--- config.mk ---
export PLATFORM = sky130hd
export DESIGN_NAME = can_tx_mailbox_arbiter_flat
export DESIGN_NICKNAME = d
export VERILOG_FILES = /design/src/rtl/can_tx_mailbox_arbiter_if.sv /design/src/rtl/can_tx_mailbox_arbiter.sv /design/src/flat_wrapper.sv
export SDC_FILE = /design/constraint.sdc
export NUM_CORES = 1
export LEC_CHECK = 0
export BUFFER_PORTS_ARGS = -buffer_cell sky130_fd_sc_hd__buf_2
export CORE_MARGIN = 5
export CORE_UTILIZATION = 54
export CTS_CLUSTER_SIZE = 20
export DETAILED_ROUTE_END_ITERATION = 16
export GPL_ROUTABILITY_DRIVEN = 0
export GPL_TIMING_DRIVEN = 0
export PLACE_DENSITY = 0.77
export RECOVER_POWER = 25
export SETUP_SLACK_MARGIN = 0.2
export SYNTH_ARGS = -nofsm -noshare
export SYNTH_HDL_FRONTEND = slang
export SYNTH_SLANG_ARGS = --single-unit
--- constraint.sdc ---
create_clock -name clk -period 9.09 [get_ports clk]
set_clock_uncertainty 0.1 [all_clocks]
set_input_delay 2.727 -clock clk [delete_from_list [all_inputs] [get_ports clk]]
set_output_delay 2.727 -clock clk [all_outputs]
set_load 0.05 [all_outputs]
--- src/rtl/can_tx_mailbox_arbiter_if.sv ---
// ---------------------------------------------------------------------------
// can_tx_mailbox_arbiter_if
//
// This interface bundles every signal between the transmit mailbox arbiter
// and its neighbours. It carries:
//   - the software-side mailbox write, abort and status signals, and
//   - the TX_REQ/TX_ID/TX_DLC/TX_DATA/TX_BUSY/TX_COMPLETE handshake with the
//     CAN TX controller.
//
// Modports:
//   slave  : the arbiter. It receives loads, aborts and controller status,
//            and drives mailbox status and the request fields.
//   master : the surrounding logic, that is the software-side logic and the
//            CAN controller together.
// ---------------------------------------------------------------------------
interface can_tx_mailbox_arbiter_if #(
    parameter int NUM_MB = 4
);
    // Mailbox write / abort side
    logic [NUM_MB-1:0] mb_load;
    logic [10:0]       mb_id_in;
    logic [3:0]        mb_dlc_in;
    logic [7:0]        mb_data_in [8];
    logic [NUM_MB-1:0] mb_abort;

    // Mailbox status
    logic [NUM_MB-1:0] mb_pending;
    logic [NUM_MB-1:0] mb_done;
    logic              load_err;
    logic              arb_busy;

    // Controller handshake
    logic              TX_REQ;
    logic [10:0]       TX_ID;
    logic [3:0]        TX_DLC;
    logic [7:0]        TX_DATA [8];
    logic              TX_BUSY;
    logic              TX_COMPLETE;

    modport slave (
        input  mb_load, mb_id_in, mb_dlc_in, mb_data_in, mb_abort,
        input  TX_BUSY, TX_COMPLETE,
        output mb_pending, mb_done, load_err, arb_busy,
        output TX_REQ, TX_ID, TX_DLC, TX_DATA
    );

    modport master (
        output mb_load, mb_id_in, mb_dlc_in, mb_data_in, mb_abort,
        output TX_BUSY, TX_COMPLETE,
        input  mb_pending, mb_done, load_err, arb_busy,
        input  TX_REQ, TX_ID, TX_DLC, TX_DATA
    );
endinterface

--- src/rtl/can_tx_mailbox_arbiter.sv ---
// ---------------------------------------------------------------------------
// can_tx_mailbox_arbiter
//
// Purpose:
//   A transmit scheduler with NUM_MB mailboxes, placed in front of a CAN TX
//   controller. Each mailbox holds one frame: an ID, a DLC and 8 data bytes.
//   The arbiter picks the pending frame with the lowest 11-bit ID. When two
//   pending frames share an ID, the lowest mailbox index wins. It then runs
//   the TX_REQ/TX_BUSY/TX_COMPLETE handshake and pulses mb_done for the
//   mailbox that just finished.
//
// Ports:
//   clk : system clock. All logic runs on the rising edge.
//   rst : synchronous, active-high reset. It clears the state, every output
//         and the mailbox contents.
//   bus : can_tx_mailbox_arbiter_if.slave. This carries the mailbox
//         load/abort and status signals and the controller handshake.
// ---------------------------------------------------------------------------
module can_tx_mailbox_arbiter #(
    parameter int NUM_MB = 4
) (
    input  logic                     clk,
    input  logic                     rst,
    can_tx_mailbox_arbiter_if.slave  bus
);
    localparam int SEL_W = (NUM_MB > 1) ? $clog2(NUM_MB) : 1;

    localparam logic [1:0] ST_IDLE      = 2'd0;
    localparam logic [1:0] ST_REQ       = 2'd1;
    localparam logic [1:0] ST_WAIT_DONE = 2'd2;
    localparam logic [1:0] ST_RELEASE   = 2'd3;

    logic [1:0]       state;
    logic [SEL_W-1:0] sel;

    // Mailbox storage
    logic [10:0] mb_id   [NUM_MB];
    logic [3:0]  mb_dlc  [NUM_MB];
    logic [7:0]  mb_data [NUM_MB][8];

    // Arbitration result for the current cycle
    logic              any_pending;
    logic [SEL_W-1:0]  best_idx;
    logic [10:0]       best_id;
    logic [NUM_MB-1:0] protect;
    logic [3:0]        dlc_clamped;

    // The scan runs from index 0 upward and uses a strict '<' compare.
    // Because of this, an ID tie keeps the lower index.
    // NOTE: every always_comb output gets a default first, so no path can
    // leave a value unassigned and infer a latch.
    always_comb begin
        any_pending = 1'b0;
        best_idx    = '0;
        best_id     = '1;
        for (int i = 0; i < NUM_MB; i++) begin
            if (bus.mb_pending[i] && (!any_pending || mb_id[i] < best_id)) begin
                any_pending = 1'b1;
                best_idx    = SEL_W'(i);
                best_id     = mb_id[i];
            end
        end
    end

    // A mailbox is protected from load and abort when it is in flight.
    // It is also protected in the IDLE cycle in which it is being granted.
    // Without that second case, a load in the granting cycle would overwrite
    // storage whose old contents are already being latched into TX_*, and
    // the new frame would then be retired without ever being sent.
    always_comb begin
        protect = '0;
        for (int i = 0; i < NUM_MB; i++) begin
            if (state != ST_IDLE)
                protect[i] = (sel == SEL_W'(i));
            else
                protect[i] = any_pending && (best_idx == SEL_W'(i));
        end
    end

    assign dlc_clamped = (bus.mb_dlc_in > 4'd8) ? 4'd8 : bus.mb_dlc_in;

    // NOTE: sequential state uses non-blocking assignments only. This way
    // every register samples its inputs as they were before the edge.
    always_ff @(posedge clk) begin
        if (rst) begin
            // NOTE: the mailbox storage is reset as well. This means a frame
            // loaded before reset can never leak onto the bus after it.
            state          <= ST_IDLE;
            sel            <= '0;
            bus.mb_pending <= '0;
            bus.mb_done    <= '0;
            bus.load_err   <= 1'b0;
            bus.arb_busy   <= 1'b0;
            bus.TX_REQ     <= 1'b0;
            bus.TX_ID      <= '0;
            bus.TX_DLC     <= '0;
            for (int k = 0; k < 8; k++) bus.TX_DATA[k] <= '0;
            for (int i = 0; i < NUM_MB; i++) begin
                mb_id[i]  <= '0;
                mb_dlc[i] <= '0;
                for (int k = 0; k < 8; k++) mb_data[i][k] <= '0;
            end
        end else begin
            bus.mb_done  <= '0;
            bus.load_err <= |(bus.mb_load & protect);

            // Mailbox writes and aborts. A load wins over an abort on the
            // same mailbox.
            for (int i = 0; i < NUM_MB; i++) begin
                if (!protect[i]) begin
                    if (bus.mb_load[i]) begin
                        mb_id[i]          <= bus.mb_id_in;
                        mb_dlc[i]         <= dlc_clamped;
                        for (int k = 0; k < 8; k++) mb_data[i][k] <= bus.mb_data_in[k];
                        bus.mb_pending[i] <= 1'b1;
                    end else if (bus.mb_abort[i]) begin
                        bus.mb_pending[i] <= 1'b0;
                    end
                end
            end

            case (state)
                ST_IDLE: begin
                    if (any_pending) begin
                        sel          <= best_idx;
                        bus.TX_ID    <= mb_id[best_idx];
                        bus.TX_DLC   <= mb_dlc[best_idx];
                        for (int k = 0; k < 8; k++) bus.TX_DATA[k] <= mb_data[best_idx][k];
                        bus.TX_REQ   <= 1'b1;
                        bus.arb_busy <= 1'b1;
                        state        <= ST_REQ;
                    end
                end
                ST_REQ: begin
                    if (bus.TX_BUSY) begin
                        bus.TX_REQ <= 1'b0;
                        state      <= ST_WAIT_DONE;
                    end
                end
                ST_WAIT_DONE: begin
                    // The in-flight mailbox is never touched by the loop
                    // above, so this is the only write to its pending bit.
                    if (bus.TX_COMPLETE) begin
                        bus.mb_pending[sel] <= 1'b0;
                        bus.mb_done[sel]    <= 1'b1;
                        state               <= ST_RELEASE;
                    end
                end
                default: begin // ST_RELEASE
                    if (!bus.TX_BUSY && !bus.TX_COMPLETE) begin
                        bus.arb_busy <= 1'b0;
                        state        <= ST_IDLE;
                    end
                end
            endcase
        end
    end
endmodule
--- src/flat_wrapper.sv ---
// flat-port wrapper written by rule: the top's interface ports become plain ports
module can_tx_mailbox_arbiter_flat 
#(
    parameter int NUM_MB = 4
)
  (clk, rst, bus_mb_load, bus_mb_id_in, bus_mb_dlc_in, bus_mb_data_in, bus_mb_abort, bus_TX_BUSY, bus_TX_COMPLETE, bus_mb_pending, bus_mb_done, bus_load_err, bus_arb_busy, bus_TX_REQ, bus_TX_ID, bus_TX_DLC, bus_TX_DATA);
  can_tx_mailbox_arbiter_if #(.NUM_MB(NUM_MB)) bus_i ();
  input  logic clk;
  input  logic rst;
  input wire logic [$bits(bus_i.mb_load)-1:0] bus_mb_load;
  input wire logic [$bits(bus_i.mb_id_in)-1:0] bus_mb_id_in;
  input wire logic [$bits(bus_i.mb_dlc_in)-1:0] bus_mb_dlc_in;
  input wire logic [$bits(bus_i.mb_data_in)-1:0] bus_mb_data_in;
  input wire logic [$bits(bus_i.mb_abort)-1:0] bus_mb_abort;
  input wire logic [$bits(bus_i.TX_BUSY)-1:0] bus_TX_BUSY;
  input wire logic [$bits(bus_i.TX_COMPLETE)-1:0] bus_TX_COMPLETE;
  output wire logic [$bits(bus_i.mb_pending)-1:0] bus_mb_pending;
  output wire logic [$bits(bus_i.mb_done)-1:0] bus_mb_done;
  output wire logic [$bits(bus_i.load_err)-1:0] bus_load_err;
  output wire logic [$bits(bus_i.arb_busy)-1:0] bus_arb_busy;
  output wire logic [$bits(bus_i.TX_REQ)-1:0] bus_TX_REQ;
  output wire logic [$bits(bus_i.TX_ID)-1:0] bus_TX_ID;
  output wire logic [$bits(bus_i.TX_DLC)-1:0] bus_TX_DLC;
  output wire logic [$bits(bus_i.TX_DATA)-1:0] bus_TX_DATA;
  assign bus_i.mb_load = bus_mb_load;
  assign bus_i.mb_id_in = bus_mb_id_in;
  assign bus_i.mb_dlc_in = bus_mb_dlc_in;
  assign bus_i.mb_data_in = {>>{bus_mb_data_in}};
  assign bus_i.mb_abort = bus_mb_abort;
  assign bus_i.TX_BUSY = bus_TX_BUSY;
  assign bus_i.TX_COMPLETE = bus_TX_COMPLETE;
  assign bus_mb_pending = bus_i.mb_pending;
  assign bus_mb_done = bus_i.mb_done;
  assign bus_load_err = bus_i.load_err;
  assign bus_arb_busy = bus_i.arb_busy;
  assign bus_TX_REQ = bus_i.TX_REQ;
  assign bus_TX_ID = bus_i.TX_ID;
  assign bus_TX_DLC = bus_i.TX_DLC;
  assign bus_TX_DATA = {>>{bus_i.TX_DATA}};
  can_tx_mailbox_arbiter #(.NUM_MB(NUM_MB)) u_core (.clk(clk), .rst(rst), .bus(bus_i));
endmodule
; ---- After elaboration in Yosys (flattened, before gate mapping)
; Memory sizes are Yosys's and may differ from the RTL's. A register that Yosys moved wholly into a read port is not among the register bits.
; Cells that the tools add are included.
[word_totals]
regBits = 15
ramBits = 316
input_bits = 91
n_memories = 3
[op_classes]
order_cmp = 6
n_eq_ne = 11
n_mux = 103
n_bitwise = 46
reduce_logical = 31
[memory_table]
columns = memory, words, word_bits, rd, rd_clocked_by_memory_dff, write_ports, line_no
row1 = u_core.mb_data, 4, 64, 1, 1, 4, can_tx_mailbox_arbiter.sv:39  ; logic [7:0] mb_data [NUM_MB][8];
row2 = u_core.mb_id, 4, 11, 5, 1, 4, can_tx_mailbox_arbiter.sv:37  ; logic [10:0] mb_id [NUM_MB];
row3 = u_core.mb_dlc, 4, 4, 1, 1, 4, can_tx_mailbox_arbiter.sv:38  ; logic [3:0] mb_dlc [NUM_MB];
[op_table]
columns = cell, n
row1 = 8-bit two-way mux, 32
row2 = 11-bit two-way mux, 7
row3 = 1-bit two-way mux, 47
row4 = 1-bit bitwise OR, 40
row5 = 11-bit < comparator, 3
row6 = 4-bit two-way mux, 7
row7 = 2-bit two-way mux, 6
row8 = 2-bit == test (second input constant), 5
row9 = 1-bit logical AND, 9
row10 = 4-bit AND, 2
row11 = 2-bit by 1-bit == test with 1-bit output (second input constant), 3
row12 = 2-bit logical NOT, 3
row13 = 2-bit one-hot mux with 3 select lines, 1
row14 = 3-bit AND reduction, 2
row15 = 2-bit nonzero test, 3
row16 = 1-bit logical NOT, 5
row17 = 4-bit > comparator (second input constant), 1
row18 = 2-bit != test (second input constant), 2
row19 = 4-bit NOT, 1
row20 = 1-bit one-hot mux with 2 select lines, 2
row21 = 4-bit AND reduction, 1
row22 = 4-bit nonzero test, 1
row23 = 4-bit OR reduction, 1
row24 = 1-bit logical OR, 3
row25 = other kinds (8), 10

; ---- Longest topological paths before layout
; Gate-level depths: netlist of the first run.
; An unclocked memory read counts as a cell.
[depth]
ltp_word = 22
depth_mapped = 34
mapped_depth_nobuf = 25

; ---- Least setup slack after synthesis of the first run
; No wires, ideal clock.
[synth_path]
kind = flip-flop to flip-flop
startpoint = reg u_core.bus.mb_pending[0]
endpoint = mem u_core.mb_data[3][0] in the netlist's numbering, enable pin
t_arrival_ns = 8.728
path_slack_ns = -0.188
path_stages_with_launch = 31
n_path_buf = 7
path_cell_list = dfxtp_1 clkbuf_1 nor2b_1 ha_1 o21ai_0 a21oi_1 o211ai_1 a31o_2 clkbuf_1 buf_2 clkbuf_1 nor2_1 a21oi_1 ha_1 nor2b_1 a221o_1 a211oi_1 a31o_2 buf_2 buf_1 buf_1 a21oi_1 ha_1 nand3_1 or4_1 nor3_1 a32oi_1 o211ai_2 mux2i_2 a21o_1 nand2b_1
[synth_rtl]
columns = item, line_no
row1 = "start, declared", can_tx_mailbox_arbiter_if.sv:43  ; output mb_pending, mb_done, load_err, arb_busy,
row2 = "start signal, assigned", can_tx_mailbox_arbiter.sv:90  ; bus.mb_pending <= '0;
row3 = "start signal, assigned by index", can_tx_mailbox_arbiter.sv:115  ; bus.mb_pending[i] <= 1'b1;
row4 = "start signal, assigned by index", can_tx_mailbox_arbiter.sv:117  ; bus.mb_pending[i] <= 1'b0;
row5 = "end, declared", can_tx_mailbox_arbiter.sv:39

==> impl_results.md, run 1 <==
* Global-route wire length before repair at 82.3 mm
* Hold_buf cts at 0
* Yosys reg bits at 410
* Worst slew margin at 34.0%
* Synth Cell Area at 18700 sq um
* Sw Pwr at 3730 uW
* Share of layout cells above drive strength 1 at 11.8%
* Critical Path End Type: flip-flop
* Final instance area at 21700 sq um
* H-tree depth at 2
* Clk_lat worst skew at 0.56 ns
* Syn avg cell area at 10.7 sq um
* Critical path launch point type: flip-flop
* Max VDD drop at 0.217 mV
* CTS tree: done
* Die width at 196 um
* Met3 wire length at 5.69 mm
* Kind of critical path: reg -> reg
* Syn_nets at 1873
* Critical hold path startpoint: u_core.bus.TX_DATA[56]
* Most frequent cells in the layout: 316 x edfxtp_1, 225 x nand2_1, 181 x nor2_1, 180 x clkbuf_1, 164 x a21oi_1
* WHS Path Cells at 2
* PD cells at 387 nW/um^2
* Combinational share of power at 43.9%
* Async SR Flop Fraction at 0%
* Main combinational cell family by area after synthesis: simple AND/OR/NAND/NOR gates
* Synth Area in Simple Gates at 19.6%
* CP arrival at 8.82 ns
* Hold Path Sink: u_core.bus.TX_DATA[56]
* Final-stage net count at 2108
* Port Buffers at 180
* Layout fillers at 2723
* Core area at 34400 sq um
* Cell variety after synth at 55
* Worst R2R Start: u_core.bus.mb_pending[0]
* Area Overhead vs Synth at 16.4%
* CP max-delay cell: a21o_1
* Post-synthesis adder-cell area fraction at 2.14%
* Setup TNS at 0 ns
* Min Tclk post-route at 8.66 ns
* WL/cell at 22.2 um
* CTS root buf: clkbuf_16
* Met2 wire length at 25.9 mm
* Clock sinks at 410
* DP Wirelength at 36.4 mm
* Final setup viols at 0
* Max Slew Vio Count at 0
* Placed inst area at 20300 sq um
* I/O pin total at 181
* Die area at 38400 sq um
* Post-synth EDFFs at 316
* Seq/Total Area, Yosys at 60.9%
* CP required at 9.26 ns
* Switching share of power at 44.3%
* DR vias/cell at 6.02
* # rows at 68
* Unrepaired setup endpoints after global routing: false
* XOR/XNOR share of the synthesized area at 0.0469%
* Most common cell after layout, fill and taps aside: edfxtp_1
* TritonRoute pass-1 iters at 6
* Largest net degree at the start of global routing at 58
* Post-synthesis mux area share at 1.32%
* Seq pwr share at 35.3%
* Remaining global-route overflow at 0
* Internal power at 4690 uW
* Die Y at 196 um
* Max Used Layer: met5
* TritonCTS Buffers at 42
* Vias in the first global route at 14600
* Via count at 14900
* DRC at 0
* Slowest stage delay, CP at 0.58 ns
* Clock transition at path regs at 0.06 ns
* Initial core utilization at 54.3%
* ANT nets after route at 0
* R2R setup slack at 0.43 ns
* Fmax at 116 MHz
* Worst Tran Pin Value at 0.990 ns
* Maxcap violations at 0
* Crit path max fanout at 29
* Gr usage total at 27.6%
* Mapped Cells at 1750
* R2R cell count at 32
* Initial antenna violation count at 6
* Tcrit/Tclk final at 95.2%
* M1 WL at 21.2 mm
* Clock share of power at 20.8%
* Post-synthesis compound-gate area fraction at 12.6%
* Synth warnings at 0
* Clock Tree Buf Depth at 3
* Final Hold Viols at 0
* Status: completed
* Total Routed Length at 54.9 mm
* Worst Hold Class: reg -> reg
* Pleak at 0.00855 uW
* RR Endpoint: u_core.mb_data[3][5]
* Synth Flop Type: edfxtp_1
* Iteration-0 DRC Markers at 1680
* Most used cell along the critical path: a21oi_1
-- state kept, by name, summed over array words and instances (netlist names) --
signal / flops
u_core.bus.TX_DLC: 4
u_core.bus.TX_DATA: 64
u_core.bus.arb_busy: 1
u_core.mb_dlc: 16
u_core.bus.TX_REQ: 1
u_core.mb_data: 256
u_core.mb_id: 44
u_core.bus.load_err: 1
u_core.bus.mb_done: 4
u_core.bus.mb_pending: 4
u_core.state: 2
u_core.bus.TX_ID: 11
u_core.sel: 2
-- cells by family after synthesis --
family | count (synthesis)
compound gates | 383
xor+xnor | 1
fa+ha+maj | 32
buf+inv | 152
flops | 410
mux | 23
simple gates | 749
-- how the worst max path moves through the flow --
stage / startpoint / slack [ns] / endpoint
floorplan: u_core.bus.mb_pending[0] / 0.70 / u_core.mb_data[3][0]
global placement: u_core.bus.mb_pending[0] / -2.25 / u_core.mb_data[3][22]
detailed placement: u_core.bus.mb_pending[0] / -1.34 / u_core.mb_data[2][2]
CTS: u_core.bus.mb_pending[0] / 0.20 / u_core.mb_id[3][4]
global route: u_core.bus.mb_pending[0] / 0.11 / u_core.mb_id[0][8]
finish: u_core.bus.mb_pending[0] / 0.43 / u_core.mb_data[3][5]
-- layout make-up --
class,count,area [sq um],area share [%]
antenna,4,10.0,0.0461
buffer,134,592,2.72
clock buffer,55,1160,5.34
clock inverter,22,230,1.06
inverter,17,63.8,0.294
multi-input combinational,1190,6760,31.1
sequential,410,11400,52.3
tap,455,569,2.62
timing repair buffer,190,972,4.47
-- critical path, delay by kind of cell (launching register included) --
family	cells	cell delay [ns]
buf+inv	8	2.10
mux	1	0.52
compound gates	15	3.42
simple gates	5	0.89
fa+ha+maj	3	0.82
flops	1	0.42
-- metal layers --
layer	GRT usage [%]	up-vias
li1	-	6743
met1	36.6	7163
met2	45.5	847
met3	5.41	152
met4	10.1	4
met5	0	-
-- through the flow --
stage                     cells  setup slack [ns]  power, uW  hold WS [ns]  util [%]
after global routing       2475             0.108       8820         0.416      63.2
after global placement     2385             -2.25       6500         0.370      58.6
after floorplan            1750             0.696       5420         0.391         -
after CTS                  2466             0.198       8380         0.399      63.2
after detailed placement   2389             -1.34       6620         0.389      59.0
final                      2477             0.432       8420         0.399      63.2
-- timing repair --
item	in CTS	in global routing
setup buffers	0	5
endpoints found under the setup margin	716	675
cloned	1	2
gates resized for setup	14	20
pin swaps	0	1
-- cell usage after synthesis, types with 11 or more instances --
master | n | share of area, %
nand2b_1 | 83 | 2.8
nand2_1 | 225 | 4.5
o21ai_0 | 25 | 0.67
edfxtp_1 | 316 | 51
inv_1 | 17 | 0.34
nor2_1 | 181 | 3.6
dfxtp_1 | 94 | 10
and2_1 | 125 | 4.2
nor3_1 | 16 | 0.43
a21oi_1 | 164 | 4.4
o22ai_1 | 11 | 0.37
and3_1 | 70 | 2.3
mux2i_1 | 21 | 1.1
a211oi_1 | 20 | 0.80
ha_1 | 32 | 2.1
o21ai_1 | 61 | 1.6
clkbuf_1 | 89 | 1.8
a311oi_1 | 69 | 3.2
buf_2 | 39 | 1.0
nor2b_1 | 17 | 0.57
-- power groups by stage --
stage,clock [uW],combinational [uW],sequential [uW]
2_1_floorplan,0,1860,3560
3_3_place_gp,0,3520,2980
3_5_place_dp,0,3630,2990
4_1_cts,1750,3670,2950
5_1_grt,1830,3970,3010
6_report,1750,3700,2970
Power figures use the tool's default switching activity.
==> run 2: changes to the inputs <==
--- a/config.mk
+++ b/config.mk
@@ -5,6 +5,7 @@
 export SDC_FILE = /design/constraint.sdc
 export NUM_CORES = 1
 export LEC_CHECK = 0
+export ABC_AREA = 1
 export BUFFER_PORTS_ARGS = -buffer_cell sky130_fd_sc_hd__buf_2
 export CORE_MARGIN = 5
 export CORE_UTILIZATION = 54
@@ -14,6 +15,7 @@
 export GPL_TIMING_DRIVEN = 0
 export PLACE_DENSITY = 0.77
 export RECOVER_POWER = 25
+export REMOVE_ABC_BUFFERS = 1
 export SETUP_SLACK_MARGIN = 0.2
 export SYNTH_ARGS = -nofsm -noshare
 export SYNTH_HDL_FRONTEND = slang
==> impl_results.md, run 2 <==
* Synth area leaders: edfxtp_1 51%, dfxtp_1 10%, nor2_1 9.0%, inv_1 4.0%, nand2_1 3.5%
* Tcrit/Tclk final at 92.3% (-3.0 points)
* Most used cell along the critical path: nand2_1
* Setup TNS at 0 ns (unchanged)
* Via count at 14200 (-5.0%)
* Port Buffers at 180 (unchanged)
* Clock transition at path regs at 0.05 ns (about the same)
* Worst Tran Pin Value at 2.72 ns (+1.73 ns)
* CP arrival at 8.48 ns (-0.34 ns)
* Synth warnings at 0 (unchanged)
* I/O pin total at 181 (unchanged)
* Share of Yosys cell area claimed by the top area cell type at 51.1% (+0.32 points)
* Mapped Cells at 1850 (+5.7%)
* Remaining global-route overflow at 0 (unchanged)
* Die Y at 195 um (-0.30%)
* H-tree depth at 2 (unchanged)
* Min Tclk post-route at 8.39 ns (-0.272 ns)
* # rows at 67 (-1.5%)
* Post-synth EDFFs at 316 (unchanged)
* Critical Path End Type: flip-flop
* PD cells at 334 nW/um^2 (-14%)
* CTS root buf: clkbuf_16
* Syn avg cell area at 10.0 sq um (-6.0%)
* TritonRoute pass-1 iters at 6 (unchanged)
* CTS tree: done
* RR Endpoint: u_core.mb_data[2][22]
* Most common cell after layout, fill and taps aside: nor2_1
* Largest net degree at the start of global routing at 125 (+120%)
* WHS Path Cells at 2 (unchanged)
* Die area at 38200 sq um (-0.59%)
* Unrepaired setup endpoints after global routing: false
* Count leader, synth: nor2_1
* DR vias/cell at 5.72 (-5.0%)
* R2R setup slack at 0.70 ns (+0.27 ns)
* Clk_lat worst skew at 0.55 ns (about the same)
* R2R cell count at 35 (+9.4%)
* CP required at 9.19 ns (-0.07 ns)
* Seq/Total Area, Yosys at 61.3% (+0.38 points)
* Synth area leader: edfxtp_1
* Gr usage total at 24.8% (-2.7 points)
* Worst slew margin at -81.6% (-120 points)
* Fmax at 119 MHz (+3.2%)
* ANT nets after route at 0 (unchanged)
* Largest regs: u_core.mb_data (256), u_core.bus.TX_DATA (64), u_core.mb_id (44)
* Die width at 195 um (-0.30%)
* Share of layout cells above drive strength 1 at 14.1% (+2.2 points)
* Final-stage net count at 2116 (+0.38%)
* Top cells by count, synth: 443 x nor2_1, 316 x edfxtp_1, 197 x inv_1
* Pre-CTS worst setup slack at -0.431 ns (+0.904 ns)
* Max VDD drop at 0.235 mV (+8.7%)
* DP Wirelength at 27.4 mm (-25%)
* Fin util at 63.9% (+0.71 points)
* Final WS setup at 0.704 ns (+0.272 ns)
* Maxcap violations at 3 (+3)
* Kind of critical path: reg -> reg
* Initial core utilization at 55.1% (+0.74 points)
* WL/cell at 20.2 um (-8.8%)
* Vias in the first global route at 14000 (-3.9%)
* Hold Path Sink: u_core.bus.arb_busy
* Critical hold path startpoint: u_core.bus.arb_busy
* Status: finished, violations left
* Total Routed Length at 50.1 mm (-8.8%)
* Most frequent cells in the layout: 442 x nor2_1, 316 x edfxtp_1, 195 x inv_1, 168 x nand2_1, 101 x clkbuf_1
* Layout fillers at 2693 (-1.1%)
* Cell variety after synth at 34 (-38%)
* Final Hold Viols at 0 (unchanged)
* Failing checks: max-capacitance violations, max-slew violations
* Worst Hold Class: reg -> reg
* Global-route wire length before repair at 75.9 mm (-7.8%)
* Clock sinks at 410 (unchanged)
* CP max-delay cell: dfxtp_1
* Final setup viols at 0 (unchanged)
* Core area at 33700 sq um (-2.0%)
* Slowest stage delay, CP at 0.59 ns (about the same)
* Crit path max fanout at 89 (+210%)
* Max FFs per register at 256 (unchanged)
* Synth Cell Area at 18600 sq um (-0.62%)
* DRC at 0 (unchanged)
* Max Slew Vio Count at 113 (+113)
* Initial antenna violation count at 3 (-3)
* Ant. Diodes at 0 (-4)
* Reg with most FFs: u_core.mb_data
* TritonCTS Buffers at 43 (+2.4%)
* Yosys reg bits at 410 (unchanged)
* Iteration-0 DRC Markers at 1481 (-12%)
* Critical path launch point type: flip-flop
* Clock Tree Buf Depth at 3 (unchanged)
* Async SR Flop Fraction at 0% (unchanged)
* Area Overhead vs Synth at 16.1%
* Pleak at 0.00935 uW (+9.4%)
* Worst R2R Start: u_core.bus.mb_pending[0]
* Synth Flop Type: edfxtp_1
run 2: timing repair:
item	in CTS	in global routing
buffers inserted	6	11
hold buffers	0	0
gates resized for setup	7	7
hold endpoints to repair	0	0
setup endpoints to repair	357	627
pin swaps	5	7
cloned	5	3
run 2: cell families (layout without fill, tap and decap cells):
kind of cell / after synthesis / in the layout / synth area share [%]
buf+inv: 323 / 493 / 7.16
flops: 410 / 410 / 61.3
compound gates: 222 / 222 / 8.65
simple gates: 863 / 871 / 20.8
fa+ha+maj: 32 / 32 / 2.16
run 2: how the worst max path moves through the flow:
stage | start | end | slack, ns | depth (start not counted)
global route | u_core.bus.mb_pending[0] | u_core.mb_data[1][60] | 0.17 | 38
floorplan | u_core.bus.mb_pending[0] | u_core.mb_data[0][0] | -2.98 | 36
detailed placement | u_core.bus.mb_pending[0] | u_core.mb_data[0][5] | -0.43 | 37
CTS | u_core.bus.mb_pending[0] | u_core.mb_dlc[3][2] | 0.32 | 35
finish | u_core.bus.mb_pending[0] | u_core.mb_data[2][22] | 0.70 | 35
global placement | u_core.bus.mb_pending[0] | u_core.bus.TX_ID[1] | -12.79 | 27
run 2: routing by layer:
metal  track usage, %  wire length, um
met4             6.70             1120
met1             33.6            20100
met2             41.6            24200
met3             4.65             4600
met5                0               46
run 2: critical path: cells and delay by family (launching register included):
family / cells / cell delay (ns)
compound gates: 6 / 1.38
simple gates: 21 / 3.66
flops: 1 / 0.59
fa+ha+maj: 3 / 0.89
buf+inv: 5 / 1.30
run 2: cell type report:
class | count | area, sq um | area share, %
multi-input combinational | 1125 | 6100 | 28.3
timing repair buffer | 212 | 1300 | 6.04
clock buffer | 56 | 1200 | 5.55
sequential | 410 | 11400 | 52.8
tap | 448 | 561 | 2.60
inverter | 201 | 766 | 3.55
clock inverter | 24 | 248 | 1.15
run 2: report_power, final:
group | total (uW) | internal, uW | switching, uW
registers | 2750 | 2560 | 185
clock network | 1780 | 1050 | 732
logic | 2670 | 729 | 1940
total | 7200 | 4340 | 2860
run 2: through the flow:
stage               cell area [sq um]  hold slack (ns)  power, uW  instances
global route                    21500            0.418       7570       2476
finish                          21500            0.364       7200       2476
floorplan                       18000            0.378       4620       1728
detailed placement              19900            0.360       5380       2371
global placement                19400            0.349       5360       2356
CTS                             21500            0.367       7210       2462
